<file path="src/rtl/conv_window_gen_pkg.sv">
// Shared constants and helpers for the streaming convolution window generator.
package conv_window_gen_pkg;

    localparam int unsigned DEF_PIX_W = 9;
    localparam int unsigned DEF_K_H   = 3;
    localparam int unsigned DEF_K_W   = 3;
    localparam int unsigned DEF_IMG_W = 28;
    localparam int unsigned DEF_IMG_H = 28;
    localparam int unsigned DEF_WIN_COUNT = (DEF_IMG_H - DEF_K_H + 1) * (DEF_IMG_W - DEF_K_W + 1);

    // Flat bit offset of window element (r,c); r=0 is the oldest row, c=0 the leftmost column.
    function automatic int unsigned win_offset(input int unsigned r, input int unsigned c,
                                               input int unsigned k_w, input int unsigned pix_w);
        return (r * k_w + c) * pix_w;
    endfunction

    // Number of valid (no-padding) windows in one frame.
    function automatic int unsigned win_count(input int unsigned img_h, input int unsigned k_h,
                                              input int unsigned img_w, input int unsigned k_w);
        return (img_h - k_h + 1) * (img_w - k_w + 1);
    endfunction

endpackage

</file>
<file path="src/rtl/conv_line_buffer.sv">
// One image row of pixel storage; read-before-write at the same index per transfer.
module conv_line_buffer
    import conv_window_gen_pkg::*;
#(
    parameter int unsigned IMG_W = DEF_IMG_W,
    parameter int unsigned PIX_W = DEF_PIX_W,
    localparam int unsigned IDX_W = (IMG_W > 1) ? $clog2(IMG_W) : 1
) (
    input  logic             clk,
    input  logic             wr_en,
    input  logic [IDX_W-1:0] idx,
    input  logic [PIX_W-1:0] wr_data,
    output logic [PIX_W-1:0] rd_data_c
);

    logic [PIX_W-1:0] mem [IMG_W];

    // Storage is deliberately not reset; stale rows are never emitted by the top.
    always_ff @(posedge clk) begin
        if (wr_en) begin
            mem[idx] <= wr_data;
        end
    end

    assign rd_data_c = mem[idx];

endmodule

</file>
<file path="src/rtl/conv_window_gen.sv">
// Raster-order K_H x K_W window generator with a single registered output stage.
// Optional out_last port (final window of a frame) enabled by CONV_WIN_LAST_EN.
module conv_window_gen
    import conv_window_gen_pkg::*;
#(
    parameter int unsigned K_H   = DEF_K_H,
    parameter int unsigned K_W   = DEF_K_W,
    parameter int unsigned IMG_W = DEF_IMG_W,
    parameter int unsigned IMG_H = DEF_IMG_H,
    parameter int unsigned PIX_W = DEF_PIX_W
) (
    input  logic                     clk,
    input  logic                     rst_n,
    input  logic                     in_valid,
    output logic                     in_ready,
    input  logic [PIX_W-1:0]         in_pix,
    output logic                     out_valid,
    input  logic                     out_ready,
    output logic [K_H*K_W*PIX_W-1:0] out_win,
    output logic                     frame_done
`ifdef CONV_WIN_LAST_EN
    ,
    output logic                     out_last
`endif
);

    localparam int unsigned COL_W = (IMG_W > 1) ? $clog2(IMG_W) : 1;
    localparam int unsigned ROW_W = (IMG_H > 1) ? $clog2(IMG_H) : 1;
    localparam int unsigned WIN_W = K_H * K_W * PIX_W;

    logic [COL_W-1:0] col;
    logic [ROW_W-1:0] row;
    logic [WIN_W-1:0] win;
    logic [WIN_W-1:0] win_nxt_c;
    logic [PIX_W-1:0] lb_rd_c [K_H-1];
    logic             in_xfer_c;
    logic             col_last_c;
    logic             row_last_c;
    logic             frame_last_c;
    logic             qual_c;

    assign in_ready     = !out_valid || out_ready;
    assign in_xfer_c    = in_valid && in_ready;
    assign col_last_c   = (col == COL_W'(IMG_W - 1));
    assign row_last_c   = (row == ROW_W'(IMG_H - 1));
    assign frame_last_c = col_last_c && row_last_c;
    assign qual_c       = (row >= ROW_W'(K_H - 1)) && (col >= COL_W'(K_W - 1));

    // Line buffer chain: buffer 0 holds the oldest row, the last one the previous row.
    for (genvar g = 0; g < K_H - 1; g++) begin : g_lb
        logic [PIX_W-1:0] wr_data_c;
        if (g == K_H - 2) begin : g_last
            assign wr_data_c = in_pix;
        end else begin : g_mid
            assign wr_data_c = lb_rd_c[g+1];
        end
        conv_line_buffer #(
            .IMG_W (IMG_W),
            .PIX_W (PIX_W)
        ) u_lb (
            .clk       (clk),
            .wr_en     (in_xfer_c),
            .idx       (col),
            .wr_data   (wr_data_c),
            .rd_data_c (lb_rd_c[g])
        );
    end

    // Shift every window row left and load the new right-hand column.
    always_comb begin
        win_nxt_c = win;
        for (int unsigned r = 0; r < K_H; r++) begin
            for (int unsigned c = 0; c < K_W - 1; c++) begin
                win_nxt_c[win_offset(r, c, K_W, PIX_W) +: PIX_W] =
                    win[win_offset(r, c + 1, K_W, PIX_W) +: PIX_W];
            end
        end
        for (int unsigned r = 0; r < K_H - 1; r++) begin
            win_nxt_c[win_offset(r, K_W - 1, K_W, PIX_W) +: PIX_W] = lb_rd_c[r];
        end
        win_nxt_c[win_offset(K_H - 1, K_W - 1, K_W, PIX_W) +: PIX_W] = in_pix;
    end

    always_ff @(posedge clk or negedge rst_n) begin
        if (!rst_n) begin
            row        <= '0;
            col        <= '0;
            win        <= '0;
            out_valid  <= 1'b0;
            out_win    <= '0;
            frame_done <= 1'b0;
`ifdef CONV_WIN_LAST_EN
            out_last   <= 1'b0;
`endif
        end else begin
            frame_done <= in_xfer_c && frame_last_c;
            if (in_xfer_c) begin
                win <= win_nxt_c;
                if (col_last_c) begin
                    col <= '0;
                    row <= row_last_c ? '0 : row + ROW_W'(1);
                end else begin
                    col <= col + COL_W'(1);
                end
            end
            // Output stage loads only on a qualifying pixel; in_ready guarantees it is free.
            if (in_xfer_c && qual_c) begin
                out_valid <= 1'b1;
                out_win   <= win_nxt_c;
`ifdef CONV_WIN_LAST_EN
                out_last  <= frame_last_c;
`endif
            end else if (out_ready) begin
                out_valid <= 1'b0;
            end
        end
    end

endmodule
</file>
<file path="config.mk">
export PLATFORM = sky130hd
export DESIGN_NAME = conv_window_gen
export DESIGN_NICKNAME = d
export VERILOG_FILES = /design/src/rtl/conv_window_gen_pkg.sv /design/src/rtl/conv_line_buffer.sv /design/src/rtl/conv_window_gen.sv
export SDC_FILE = /design/constraint.sdc
export NUM_CORES = 1
export LEC_CHECK = 0
export BUFFER_PORTS_ARGS = -buffer_cell sky130_fd_sc_hd__buf_4
export CAP_MARGIN = 30
export CORE_MARGIN = 1.5
export CORE_UTILIZATION = 35
export CTS_CLUSTER_DIAMETER = 120
export DETAILED_ROUTE_END_ITERATION = 12
export GPL_TIMING_DRIVEN = 1
export MAX_ROUTING_LAYER = met4
export SKIP_CTS_REPAIR_TIMING = 1
export SLEW_MARGIN = 20
export SYNTH_ARGS = -nofsm -noshare
export SYNTH_HDL_FRONTEND = slang
export SYNTH_SLANG_ARGS = --single-unit
</file>
<file path="constraint.sdc">
create_clock -name clk -period 3.3 [get_ports clk]
set_clock_uncertainty 0.1 [all_clocks]
set_input_delay 0.165 -clock clk [delete_from_list [all_inputs] [get_ports clk]]
set_output_delay 0.165 -clock clk [all_outputs]
set_load 0.02 [all_outputs]
</file>
# Yosys cells after proc, flatten, opt, wreduce, memory -nomap -nowiden
# Memory sizes are Yosys's and may differ from the RTL's.
# Cells that the tools add are included.
# Widths: inputs -> output; s select.
# totals
ff_bits	174
latch_bits	0
ramBits	504
romBits	0
in_bits	13
output_inout_bits	84
elab_cells	29
memories	2
# memory_table
memory	words	width	rd	rd_clocked_by_memory_dff	write_ports	line	source
g_lb[0].u_lb.mem	28	9	1	0	1	conv_line_buffer.sv:16	logic [PIX_W-1:0] mem [IMG_W];
g_lb[1].u_lb.mem	28	9	1	0	1	conv_line_buffer.sv:16	
# op_classes
n_addsub	2
n_mul	0
div	0
magnitude_cmp	2
n_eq_ne	2
n_shift	0
n_mux	6
n_bitwise	0
reduce_logical	9
# ops
op	n
$add 5x1->5 const B	2
$eq 5x5->1 const B	2
$ge 5x2->1 const B	2
$mux 5	2
$logic_and 1x1->1	5
$mux 1	4
$reduce_and 2->1	1
$reduce_bool 2->1	1
$logic_not 1->1	1
$logic_or 1x1->1	1

# Depth between registers and ports, before layout
# Gate-level depths: netlist of the first run.
# depth
word_depth	5
mapped_depth	12
depth_no_buf	6

# By module
# From an unflattened synthesis of the first run, not the netlist that was laid out.
# unflattened
cells_unflattened	1470
hier_area_um2	25371.8
# modules_own_cells
mod	instances	cells_each	area_each_um2	seq_area_each_um2
conv_line_buffer	2	504	9838.2	7567.3
conv_window_gen	1	462	5695.5	3678.5

# Worst setup path after synthesis of the first run
# Ideal clock, no wire load.
# synth_timing
kind	register to register
from	reg out_valid
to	mem g_lb[0].u_lb.mem[0][0] (netlist bit), enable pin
setup_ns	0.393
t_arrival_ns	2.377
required_ns	2.807
slack_ns	0.431
stages_incl_launch_ff	7
path_buffers	2
synth_period_minus_slack_ns	2.869
path_cell_list	dfrtp_1 > nand2b_1 > and2_1 > clkbuf_1 > buf_1 > nand2_1 > nor2_1
# synth_via
elab_chain_cells	5
# synth_lines
element	line	source
start, declared	conv_window_gen.sv:17	output logic out_valid,
start signal, assigned	conv_window_gen.sv:89	out_valid <= 1'b0;
start signal, assigned	conv_window_gen.sv:108	out_valid <= 1'b1;
start signal, assigned	conv_window_gen.sv:114	out_valid <= 1'b0;
$logic_not 1->1	conv_window_gen.sv:42	assign in_ready = !out_valid || out_ready;
$logic_or 1x1->1	conv_window_gen.sv:42	
net in_ready	conv_window_gen.sv:15	output logic in_ready,
$logic_and 1x1->1	conv_window_gen.sv:43	assign in_xfer_c = in_valid && in_ready;
$mux 1	conv_line_buffer.sv:20	if (wr_en) begin
$mux 1 (not written as such)	conv_line_buffer.sv:21	mem[idx] <= wr_data;
end, declared	conv_line_buffer.sv:16	
# The timed path passes the listed nets, and every way through them passes these cells.

# Final worst setup path of the first run
# layout_timing
from	reg col[1]
to	reg out_win[23]
# layout_via
elab_chain_cells	3
elab_cells_between_ends	4
classes_between	order compare (1); reduce/logical (2); memory (1)
# layout_lines
element	line	source
start, declared	conv_window_gen.sv:31	logic [COL_W-1:0] col;
start signal, assigned	conv_window_gen.sv:103	col <= col + COL_W'(1);
$ge 5x2->1	conv_window_gen.sv:47	assign qual_c = (row >= ROW_W'(K_H - 1)) && (col >= COL_W'(K_W - 1));
$logic_and 1x1->1	conv_window_gen.sv:47	
$logic_and 1x1->1	conv_window_gen.sv:107	if (in_xfer_c && qual_c) begin
end signal, assigned	conv_window_gen.sv:109	out_win <= win_nxt_c;
end, declared	conv_window_gen.sv:19	output logic [K_H*K_W*PIX_W-1:0] out_win,
# Parallel ways exist; a longest one is shown, timed or not.
# A chain may end at the register's enable or synchronous reset.

==> results by group, run 1 <==
Detailed routing
  • 1st-iter DRT viols: 1,396
  • Vias per cell: 5.183
  • DR pass1 iterations: 7
  • Final WL: 63.97 mm
  • Vias: 13,850
  • Wire length per cell: 23.94 um
  • Routed Antenna Nets: 0
  • Residual DRC: 0

Clock network
  • Clk sinks: 651
  • CTS clk-pin slew, worst paths: 0.06 ns
  • CTS tree: yes
  • H-tree levels: 2
  • Root buffer cell: clkbuf_16
  • Clock Latency Late Sink: 0.63 ns
  • Total CTS buffers: 61
  • Clk buf depth: 3

Pwr
  • Leak Pwr: 0.01103 uW
  • Clk pwr share: 23.6%
  • Sequential share of power: 41.9%
  • Net Switching: 9855 uW
  • Pint: 19,510 uW
  • Pwr Density: 983.2 mW/mm^2
  • Logic pwr share: 34.5%
  • Switching share of total power: 33.56%
  • Total chip power: 29,370 uW
  • Worst VDD drop: 0.5609 mV

Timing
  • Tcrit/Tclk final: 92.48%
  • Hold_ws: -0.003512 ns
  • Slew headroom: 42.53%
  • Post-route setup slack: 0.2482 ns
  • Fmax: 0.3277 GHz
  • RSZ-0062 raised after global routing: false
  • Worst-Margin Slew: 0.8621 ns
  • Setup TNS: 0 ns
  • Setup Viol. Count Final: 0
  • Crit path time final: 3.052 ns
  • Final Hold Viols: 1
  • Count of final max-slew check failures: 0

GRT
  • Global-route wire length before repair: 93.73 mm
  • Total grt overflow: 0
  • Initial antenna violation count: 1
  • GRT Total Usage: 17.70%
  • Largest net degree at the start of global routing: 88
  • Vias in the first global route: 13,628

Worst setup path
  • WS Path Type: flop to flop
  • Slowest cell on the critical path: dfrtp_4
  • CP Capture Type: flop
  • Critical path arrival: 3.45 ns
  • Req. time, crit path: 3.70 ns
  • Cell mode on critical path: buf_12
  • Max incr delay on CP: 0.70 ns
  • Critical path fanouts, max: 23
  • Cell Chain, Critical Path: buf_12 > buf_12 > mux2i_1 > o22ai_1 > nor4_1 > buf_4 > nand2_1 > mux2_2
  • Critical Path Start Type: flop

Die
  • Row count: 98
  • Initial Utilization: 35.34%
  • Die Span Y: 271.5 um
  • Die X: 271.5 um
  • Die ar.: 0.07369 sq mm
  • Core area: 0.07136 sq mm
  • Boundary Pins: 97

Layout
  • Share of cells above drive strength 1: 25.09%
  • Nets: 1,691
  • Area grow syn2layout: 18.41%
  • Number of fill cells: 6,339
  • Finished Cell Area: 0.02987 sq mm
  • Ant. Diodes: 0

Logic synthesis
  • Synth async-reset ratio: 22.58%
  • Seq/Total Area, Yosys: 74.59%
  • Warnings, synthesis: 0
  • Synth Cell Area: 0.02522 sq mm
  • Complex-gate fraction of the synthesized area: 3.899%
  • Distinct cells, synth: 54
  • Simple-gate share of the synthesized area: 4.708%
  • Mapped Avg Cell Area: 17.25 sq um
  • Number of cells produced by synthesis: 1,462
  • Largest family of logic cells by synthesized area: multiplexers
  • Post-synthesis adder-cell area fraction: 0.2976%
  • Seq cells post-synth: 651
  • Top area cells in the synthesized netlist: edfxtp_1 60%, dfrtp_1 15%, mux2i_1 8.2%
  • Synth cell count leaders: 504 x edfxtp_1, 206 x mux2i_1, 147 x dfrtp_1
  • Post-synth top area cell: edfxtp_1
  • Most numerous cell in the Yosys netlist: edfxtp_1
  • Post-synth top flop: edfxtp_1
  • Post-synth EDFFs: 504
  • Xor/xnor cell area share of the yosys netlist: 0.06945%
  • Synthesized net count: 1,481
  • Mux contribution to synthesized area: 14.28%
  • Top cell type's share of synthesized area: 60.00%

Place
  • DP HPWL: 40.77 mm
  • IO Port Bufs: 96
  • GP Congestion: 0.9025
  • Area of placed instances: 0.02777 sq mm
  • Dpl ws: 0.3592 ns

Hold path
  • Tightest Hold Check Type: primary input to flop

Flow run
  • Max_cap viols: 0

Status
  • Status: finished, violations left
  • Failing checks: negative hold slack
cell usage in the layout, fill, tap and decap left out, types with 18 or more instances in the layout:
cell,synthesis,final
edfxtp_1,504,504
mux2i_1,206,206
nor2_1,31,23
clkbuf_16,0,62
buf_4,3,196
o22ai_1,92,92
dfrtp_1,147,144
nand2_1,136,136
buf_12,2,18
mux2_2,84,84
area by class of cell:
cell class                 instances  area [sq um]  share of cell area, %
timing repair buffer             226          1953                  6.539
tap                              950          1189                  3.980
clock inverter                    30         289.0                 0.9677
inverter                           7         26.28                0.08797
multi-input combinational        725          5901                  19.76
sequential                       651         18820                  63.01
clock buffer                      83          1690                  5.660
routing by layer:
layer  up-vias  wire, um  GRT usage [%]
met5         -         0              -
met4         0      1330          4.357
met3       103      3690          2.441
met2       449     30430          27.69
met1      7201     28520          24.45
li1       6097         -              -
logic make-up after synthesis:
kind of cell / count (synthesis)
flops: 651
fa+ha+maj: 6
mux: 317
simple gates: 249
compound gates: 151
buf+inv: 86
xor+xnor: 2
per-stage QoR:
| step | utilization [%] | std cells |
|---|---|---|
| 4_1_cts | 41.69 | 2660 |
| 2_1_floorplan | - | 1462 |
| 3_5_place_dp | 38.91 | 2547 |
| 5_1_grt | 41.85 | 2672 |
| 6_report | 41.85 | 2672 |
| 3_3_place_gp | 38.91 | 2547 |
final timing paths:
kind	from	end	slack, ns	cells past startpoint
min in group asynchronous	rst_n	out_win[17]	0.10	2
max in group asynchronous	rst_n	out_win[60]	2.23	3
max	col[1]	out_win[23]	0.25	8
min	in_valid	col[1]	-0.004	4
min reg2reg	win[65]	win[65]	0.37	2
max reg2reg	col[1]	out_win[23]	0.25	8
sequential cells by signal, summed over array words and instances, names as in the netlist:
register       cells
win               54
out_valid          1
g_lb.u_lb.mem    504
row                5
out_win           81
frame_done         1
col                5
critical path: cells and delay by family (launching register included):
| kind | cells | cell delay, ns |
|---|---|---|
| AOI/OAI and AO/OA | 1 | 0.15 |
| muxes | 2 | 0.72 |
| and+or+nand+nor | 2 | 0.51 |
| buffers and inverters | 3 | 0.70 |
| DFF | 1 | 0.70 |
power groups by stage:
stage | combinational, uW | sequential (uW) | clock, uW
2_1_floorplan | 5300 | 12700 | 0
3_3_place_gp | 9990 | 12400 | 0
3_5_place_dp | 10200 | 12500 | 0
4_1_cts | 10200 | 12300 | 7060
5_1_grt | 10800 | 12400 | 7360
6_report | 10100 | 12300 | 6940
Note: power is estimated with default switching activity, not from simulation.
==> inputs of run 2 (changes only) <==
--- a/config.mk
+++ b/config.mk
@@ -17,4 +17,5 @@
 export SLEW_MARGIN = 20
 export SYNTH_ARGS = -nofsm -noshare
 export SYNTH_HDL_FRONTEND = slang
+export SYNTH_HIERARCHICAL = 1
 export SYNTH_SLANG_ARGS = --single-unit
==> run 2 against run 1 <==
Effect of this change: the run now ends clean; first-iteration DRC count shrank 9.3%; non-clock buffer count shrank 23; via count shrank 2.5%; global-route usage shrank 2.0 points; design area grew 0.33%; synthesized cell count grew 0.55%; largest cell class unchanged.
==> results by group, run 2 <==
Layout
  • Biggest register: g_lb.u_lb/mem
  • Share of cells above drive strength 1: 26.57% (+1.5 points)
  • Leading cell type in the layout, fill and taps excluded: edfxtp_1
  • Area grow syn2layout: 18.11%
  • Regs by FF count: g_lb.u_lb/mem x504, out_win x81, win x54
  • Most frequent cells in the layout: 504 x edfxtp_1, 232 x nand2_1, 178 x buf_4, 145 x dfrtp_1, 100 x mux2_2
  • Finished Cell Area: 0.02997 sq mm (+0.33%)
  • Non-Filler Instances: 2,670 (-0.075%)
  • Nets: 1,686 (-0.30%)
  • Largest register FFs: 504 (unchanged)
  • Ant. Diodes: 0 (unchanged)

Die
  • Die X: 272.2 um (+0.29%)
  • Die ar.: 0.07411 sq mm (+0.58%)
  • Initial Utilization: 35.43% (+0.087 points)
  • Die Span Y: 272.2 um (+0.29%)
  • Boundary Pins: 97 (unchanged)
  • Core area: 0.07161 sq mm (+0.34%)
  • Row count: 98 (unchanged)

Detailed routing
  • 1st-iter DRT viols: 1,266 (-9.3%)
  • Final WL: 56.39 mm (-12%)
  • DR pass1 iterations: 5 (-2)
  • Vias: 13,504 (-2.5%)
  • Wire length per cell: 21.12 um (-12%)
  • Residual DRC: 0 (unchanged)
  • Routed Antenna Nets: 0 (unchanged)
  • Vias per cell: 5.058 (-2.4%)

Timing
  • Count of final max-slew check failures: 0 (unchanged)
  • Fmax: 0.3321 GHz (+1.3%)
  • Setup TNS: 0 ns (unchanged)
  • Crit path time final: 3.011 ns (-0.04049 ns)
  • Setup Viol. Count Final: 0 (unchanged)
  • RSZ-0062 raised after global routing: false
  • Worst-Margin Slew: 0.8713 ns (+0.009137 ns)
  • Slew headroom: 41.92% (-0.61 points)
  • Tcrit/Tclk final: 91.25% (-1.2 points)
  • Final Hold Viols: 0 (-1)

Logic synthesis
  • Post-synthesis adder-cell area fraction: 0.1973% (-0.10 points)
  • Mapped Avg Cell Area: 17.26 sq um (about the same)
  • Synthesized net count: 1,487 (+0.41%)
  • Seq cells post-synth: 651 (unchanged)
  • Largest family of logic cells by synthesized area: multiplexers
  • Top cell type's share of synthesized area: 59.65% (-0.35 points)
  • Post-synth top area cell: edfxtp_1
  • Simple-gate share of the synthesized area: 6.534% (+1.8 points)
  • Post-synth EDFFs: 504 (unchanged)
  • Number of cells produced by synthesis: 1,470 (+0.55%)
  • Most numerous cell in the Yosys netlist: edfxtp_1
  • Seq/Total Area, Yosys: 74.15% (-0.44 points)
  • Synth cell count leaders: 504 x edfxtp_1, 233 x nand2_1, 147 x dfrtp_1
  • Top area cells in the synthesized netlist: edfxtp_1 60%, dfrtp_1 14%, mux4_2 6.0%
  • Complex-gate fraction of the synthesized area: 2.022% (-1.9 points)
  • Distinct cells, synth: 45 (-17%)
  • Post-synth top flop: edfxtp_1
  • Warnings, synthesis: 6 (+6)
  • Synth async-reset ratio: 22.58% (unchanged)
  • Xor/xnor cell area share of the yosys netlist: 0% (-0.069 points)
  • Mux contribution to synthesized area: 15.30% (+1.0 points)
  • Synth Cell Area: 0.02537 sq mm (+0.59%)

Clock network
  • Root buffer cell: clkbuf_16
  • Clk buf depth: 3 (unchanged)
  • Clk sinks: 651 (unchanged)
  • CTS clk-pin slew, worst paths: 0.06 ns (about the same)
  • CTS tree: yes
  • Total CTS buffers: 66 (+8.2%)
  • Clock Latency Late Sink: 0.59 ns (-0.04 ns)
  • H-tree levels: 3 (+1)

Pwr
  • Switching share of total power: 32.28% (-1.3 points)
  • Net Switching: 9124 uW (-7.4%)
  • Logic pwr share: 31.7% (-2.8 points)
  • Clk pwr share: 26.0% (+2.4 points)
  • Pint: 19,140 uW (-1.9%)
  • Worst VDD drop: 0.5852 mV (+4.3%)
  • Sequential share of power: 42.3% (+0.4 points)
  • Pwr Density: 943.3 mW/mm^2 (-4.1%)
  • Leak Pwr: 0.01112 uW (+0.77%)

Flow run
  • Max_cap viols: 0 (unchanged)

Worst setup path
  • Slowest cell on the critical path: dfrtp_4
  • Worst r2r dst: out_win[50]
  • Crit-path leading delay family: flip-flops
  • R2R setup slack: 0.29 ns (+0.04 ns)
  • CP Capture Type: flop
  • Worst path buffer plus inverter count: 1 (-2)
  • WS Path Type: flop to flop
  • Reg2Reg Depth: 5 (-3)
  • Critical path fanouts, max: 54 (+130%)
  • Cell Chain, Critical Path: mux4_2 > a21oi_1 > nand4_1 > buf_4 > mux2_2
  • Critical Path Start Type: flop
  • Max incr delay on CP: 0.99 ns (+0.29 ns)
  • RR Startpoint: col[1]
  • Req. time, crit path: 3.67 ns (-0.03 ns)
  • Critical path arrival: 3.39 ns (-0.06 ns)

GRT
  • Largest net degree at the start of global routing: 74 (-16%)
  • Total grt overflow: 0 (unchanged)
  • Vias in the first global route: 13,624 (-0.029%)
  • Initial antenna violation count: 0 (-1)
  • Global-route wire length before repair: 85.50 mm (-8.8%)
  • GRT Total Usage: 15.75% (-2.0 points)

Status
  • Status: completed

Place
  • DP HPWL: 35.19 mm (-14%)
  • IO Port Bufs: 96 (unchanged)
  • Area of placed instances: 0.02772 sq mm (-0.18%)
  • Placed insts: 2,539 (-0.31%)
  • GP Congestion: 0.8232 (-8.8%)

Hold path
  • HP Start: out_ready
  • Hold Path End: row[1]
  • Tightest Hold Check Type: primary input to flop
  • Hold Path Cell Cnt: 5 (+1)
[run 2: cell count changes after synthesis, sizes merged, moves of 8 or more]
cell    change
mux2i     -110
nand2      +98
o22ai      -76
mux4       +55
nor2       +37
a21oi      +28
nand3      +19
and3       -16
nand4      +14
a31oi      -12
mux2       +12
nor4       -12
a211oi     -10
a22oi       +8
[run 2: tightest hold or removal path: stages]
cell and delay (ns):
buf_4 0.07, nand2b_2 0.19, nand3_4 0.13, nand2_1 0.08, o31ai_1 0.06
[run 2: final cells by class]
type                            count  area (sq um)
Multi-Input combinational cell    742          6105
Fill cell                        6423         41640
Sequential cell                   651         18820
Timing Repair Buffer              203          1708
Clock inverter                     23         245.2
Tap cell                          950          1189
Inverter                            5         18.77
Clock buffer                       96          1881
[run 2: logic make-up after synthesis]
kind of cell    after synthesis
flops                       651
simple gates                383
mux                         274
compound gates               81
buf+inv                      77
fa+ha+maj                     4
[run 2: layer usage]
metal  part of all wire, %  global-route usage (%)  wire, um
met1                    44                   21.07     24560
met2                    49                   24.68     27580
met3                   5.2                   2.830      2938
met4                   2.3                   4.430      1308
met5                     0                       -         0
[run 2: worst max path at each step]
stage          startpoint           to  slack (ns)  cells past startpoint
6_report           col[1]  out_win[50]        0.29                      5
5_1_grt            col[1]  out_win[50]        0.16                      5
4_1_cts            col[1]  out_win[50]        0.26                      5
3_5_place_dp       col[1]  out_win[50]        0.27                      5
3_3_place_gp       col[1]  out_win[50]        0.29                      5
2_1_floorplan      col[0]  out_win[45]        0.45                      6
[run 2: power groups by stage]
stage | clock network, uW | registers [uW] | logic, uW
4_1_cts | 7520 | 12000 | 9090
5_1_grt | 7830 | 12100 | 9630
6_report | 7340 | 12000 | 8970
3_5_place_dp | 0 | 12100 | 9060
3_3_place_gp | 0 | 12100 | 8910
2_1_floorplan | 0 | 12300 | 5200
[run 2: stage by stage]
| step | worst slack, ns | hold slack, ns | util (%) | power, uW |
|---|---|---|---|---|
| 5_1_grt | 0.1575 | 0.07219 | 41.85 | 29540 |
| 3_3_place_gp | 0.2867 | 0.1518 | 38.71 | 21010 |
| 6_report | 0.2886 | 0.04631 | 41.85 | 28270 |
| 2_1_floorplan | 0.4513 | -0.2306 | - | 17530 |
| 4_1_cts | 0.2638 | -0.4923 | 41.68 | 28590 |
| 3_5_place_dp | 0.2702 | 0.1574 | 38.71 | 21210 |
==> inputs of run 3 (changes only) <==
==> constraint.sdc (replaced) <==
create_clock -name clk -period 3.9 [get_ports clk]
set_clock_uncertainty 0.1 [all_clocks]
set_input_delay 0.195 -clock clk [delete_from_list [all_inputs] [get_ports clk]]
set_output_delay 0.195 -clock clk [all_outputs]
set_load 0.02 [all_outputs]
==> run 3 against run 2 <==
Effect of this change: cell count decreased by 0.71%; non-clock buffer count decreased by 12; first-iteration DRC count decreased by 6.3%; combinational power decreased by 17%.
==> results by group, run 3 (synthesized netlist as in run 2, its figures left out) <==
Status
  • Status: completed

Layout
  • Share of cells above drive strength 1: 26.16% (-0.41 points)
  • Most frequent cells in the layout: 504 x edfxtp_1, 232 x nand2_1, 170 x buf_4, 145 x dfrtp_1, 100 x mux2_2
  • Nets: 1,668 (-1.1%)
  • Area grow syn2layout: 16.86%
  • Number of fill cells: 6,448 (+0.39%)
  • Leading cell type in the layout, fill and taps excluded: edfxtp_1
  • Ant. Diodes: 0 (unchanged)
  • Finished Core Util: 41.41% (-0.44 points)
  • Non-Filler Instances: 2,651 (-0.71%)
  • Biggest register: g_lb.u_lb/mem
  • Largest register FFs: 504 (unchanged)
  • Regs by FF count: g_lb.u_lb/mem x504, out_win x81, win x54

Timing
  • RSZ-0062 raised after global routing: false
  • Fmax: 0.3221 GHz (-3.0%)
  • Setup TNS: 0 ns (unchanged)
  • Count of final max-slew check failures: 0 (unchanged)
  • Slew headroom: 37.22% (-4.7 points)
  • Setup Viol. Count Final: 0 (unchanged)
  • Worst-Margin Slew: 0.9382 ns (+0.06697 ns)
  • Tcrit/Tclk final: 79.61% (-12 points)
  • Hold_ws: 0.04523 ns (-0.001085 ns)
  • Crit path time final: 3.105 ns (+0.09354 ns)
  • Final Hold Viols: 0 (unchanged)

Flow run
  • Max_cap viols: 0 (unchanged)

Detailed routing
  • Vias per cell: 5.020 (-0.74%)
  • 1st-iter DRT viols: 1,186 (-6.3%)
  • Final WL: 55.69 mm (-1.2%)
  • Residual DRC: 0 (unchanged)
  • Wire length per cell: 21.01 um (-0.53%)
  • DR pass1 iterations: 5 (unchanged)
  • Vias: 13,309 (-1.4%)
  • Routed Antenna Nets: 0 (unchanged)

Hold path
  • Tightest Hold Check Type: primary input to flop
  • Hold Path End: row[1]
  • Hold Path Cell Cnt: 5 (unchanged)
  • HP Start: out_ready

Worst setup path
  • Critical path fanouts, max: 50 (-7.4%)
  • RR Startpoint: col[1]
  • CP Capture Type: flop
  • Reg2Reg Depth: 7 (+2)
  • WS Path Type: flop to flop
  • Slowest cell on the critical path: dfrtp_4
  • Worst r2r dst: out_win[49]
  • Max incr delay on CP: 0.97 ns (-0.02 ns)
  • Crit-path leading delay family: flip-flops
  • Worst path buffer plus inverter count: 2 (+1)
  • Req. time, crit path: 4.29 ns (+0.62 ns)
  • R2R setup slack: 0.80 ns (+0.51 ns)
  • Critical Path Start Type: flop
  • Cell mode on critical path: buf_4
  • Cell Chain, Critical Path: buf_4 > mux2i_1 > a22oi_1 > nand3_1 > nand4_1 > buf_4 > mux2_2
  • Setup crit start: col[1]
  • Critical path arrival: 3.50 ns (+0.11 ns)

Die
  • Die Span Y: 272.2 um (unchanged)
  • Row count: 98 (unchanged)
  • Die ar.: 0.07411 sq mm (unchanged)
  • Die X: 272.2 um (unchanged)
  • Core area: 0.07161 sq mm (unchanged)
  • Boundary Pins: 97 (unchanged)
  • Initial Utilization: 35.43% (unchanged)

GRT
  • GRT Total Usage: 15.46% (-0.29 points)
  • Vias in the first global route: 13,692 (+0.50%)
  • Total grt overflow: 0 (unchanged)
  • Initial antenna violation count: 0 (unchanged)
  • Global-route wire length before repair: 85.14 mm (-0.43%)
  • Largest net degree at the start of global routing: 84 (+14%)

Clock network
  • Total CTS buffers: 60 (-9.1%)
  • CTS clk-pin slew, worst paths: 0.06 ns (about the same)
  • H-tree levels: 2 (-1)
  • Clk sinks: 651 (unchanged)
  • Clk buf depth: 3 (unchanged)
  • CTS tree: yes
  • Clock Latency Late Sink: 0.62 ns (+0.03 ns)
  • Root buffer cell: clkbuf_16

Place
  • Placed insts: 2,524 (-0.59%)
  • GP Congestion: 0.7831 (-4.9%)
  • IO Port Bufs: 96 (unchanged)
  • DP HPWL: 34.42 mm (-2.2%)

Pwr
  • Leak Pwr: 0.01097 uW (-1.4%)
  • Pwr Density: 790.3 mW/mm^2 (-16%)
  • Worst VDD drop: 0.7149 mV (+22%)
  • Total chip power: 23,430 uW (-17%)
## run 3: worst max path at each step
stage                        endpoint  cells past startpoint
after floorplan           out_win[45]                      6
after global placement    out_win[26]                      6
after detailed placement  out_win[49]                      7
after CTS                 out_win[49]                      7
after global routing      out_win[49]                      7
final                     out_win[49]                      7
## run 3: per-stage QoR
step,area (sq um),setup slack (ns)
2_1_floorplan,25370,1.051
3_3_place_gp,27490,0.5780
3_5_place_dp,27550,0.7768
4_1_cts,29510,0.7565
5_1_grt,29650,0.6254
6_report,29650,0.7951
## run 3: power by group
| group | leakage [uW] | switching, uW | total, uW | internal, uW |
|---|---|---|---|---|
| registers | 0.00645 | 620 | 10100 | 9490 |
| clock network | 0.000970 | 2510 | 5880 | 3370 |
| logic | 0.00354 | 4580 | 7440 | 2860 |
| total | 0.0110 | 7710 | 23400 | 15700 |
## run 3: area by class of cell
cell class              instances  area (sq um)  area share (%)
flip-flops and latches        651         18820           63.48
repair buffers                191          1558           5.254
inverters                       5         18.77         0.06330
well taps                     950          1189           4.009
clock buffers                  81          1663           5.608
clock inverters                31         296.5           1.000
multi-input cells             742          6105           20.59
## run 3: routing by layer
layer / track usage (%) / part of all wire, %
met3: 2.213 / 4.0
met1: 21.01 / 45
met5: - / 0
met2: 24.48 / 49
met4: 3.889 / 2.0
## run 3: worst reg2reg max path, delay by kind of cell (launching register included)
family / cells / cell delay (ns)
and+or+nand+nor: 2 / 0.28
muxes: 2 / 0.69
DFF: 1 / 0.97
buffers and inverters: 2 / 0.80
AOI/OAI and AO/OA: 1 / 0.14
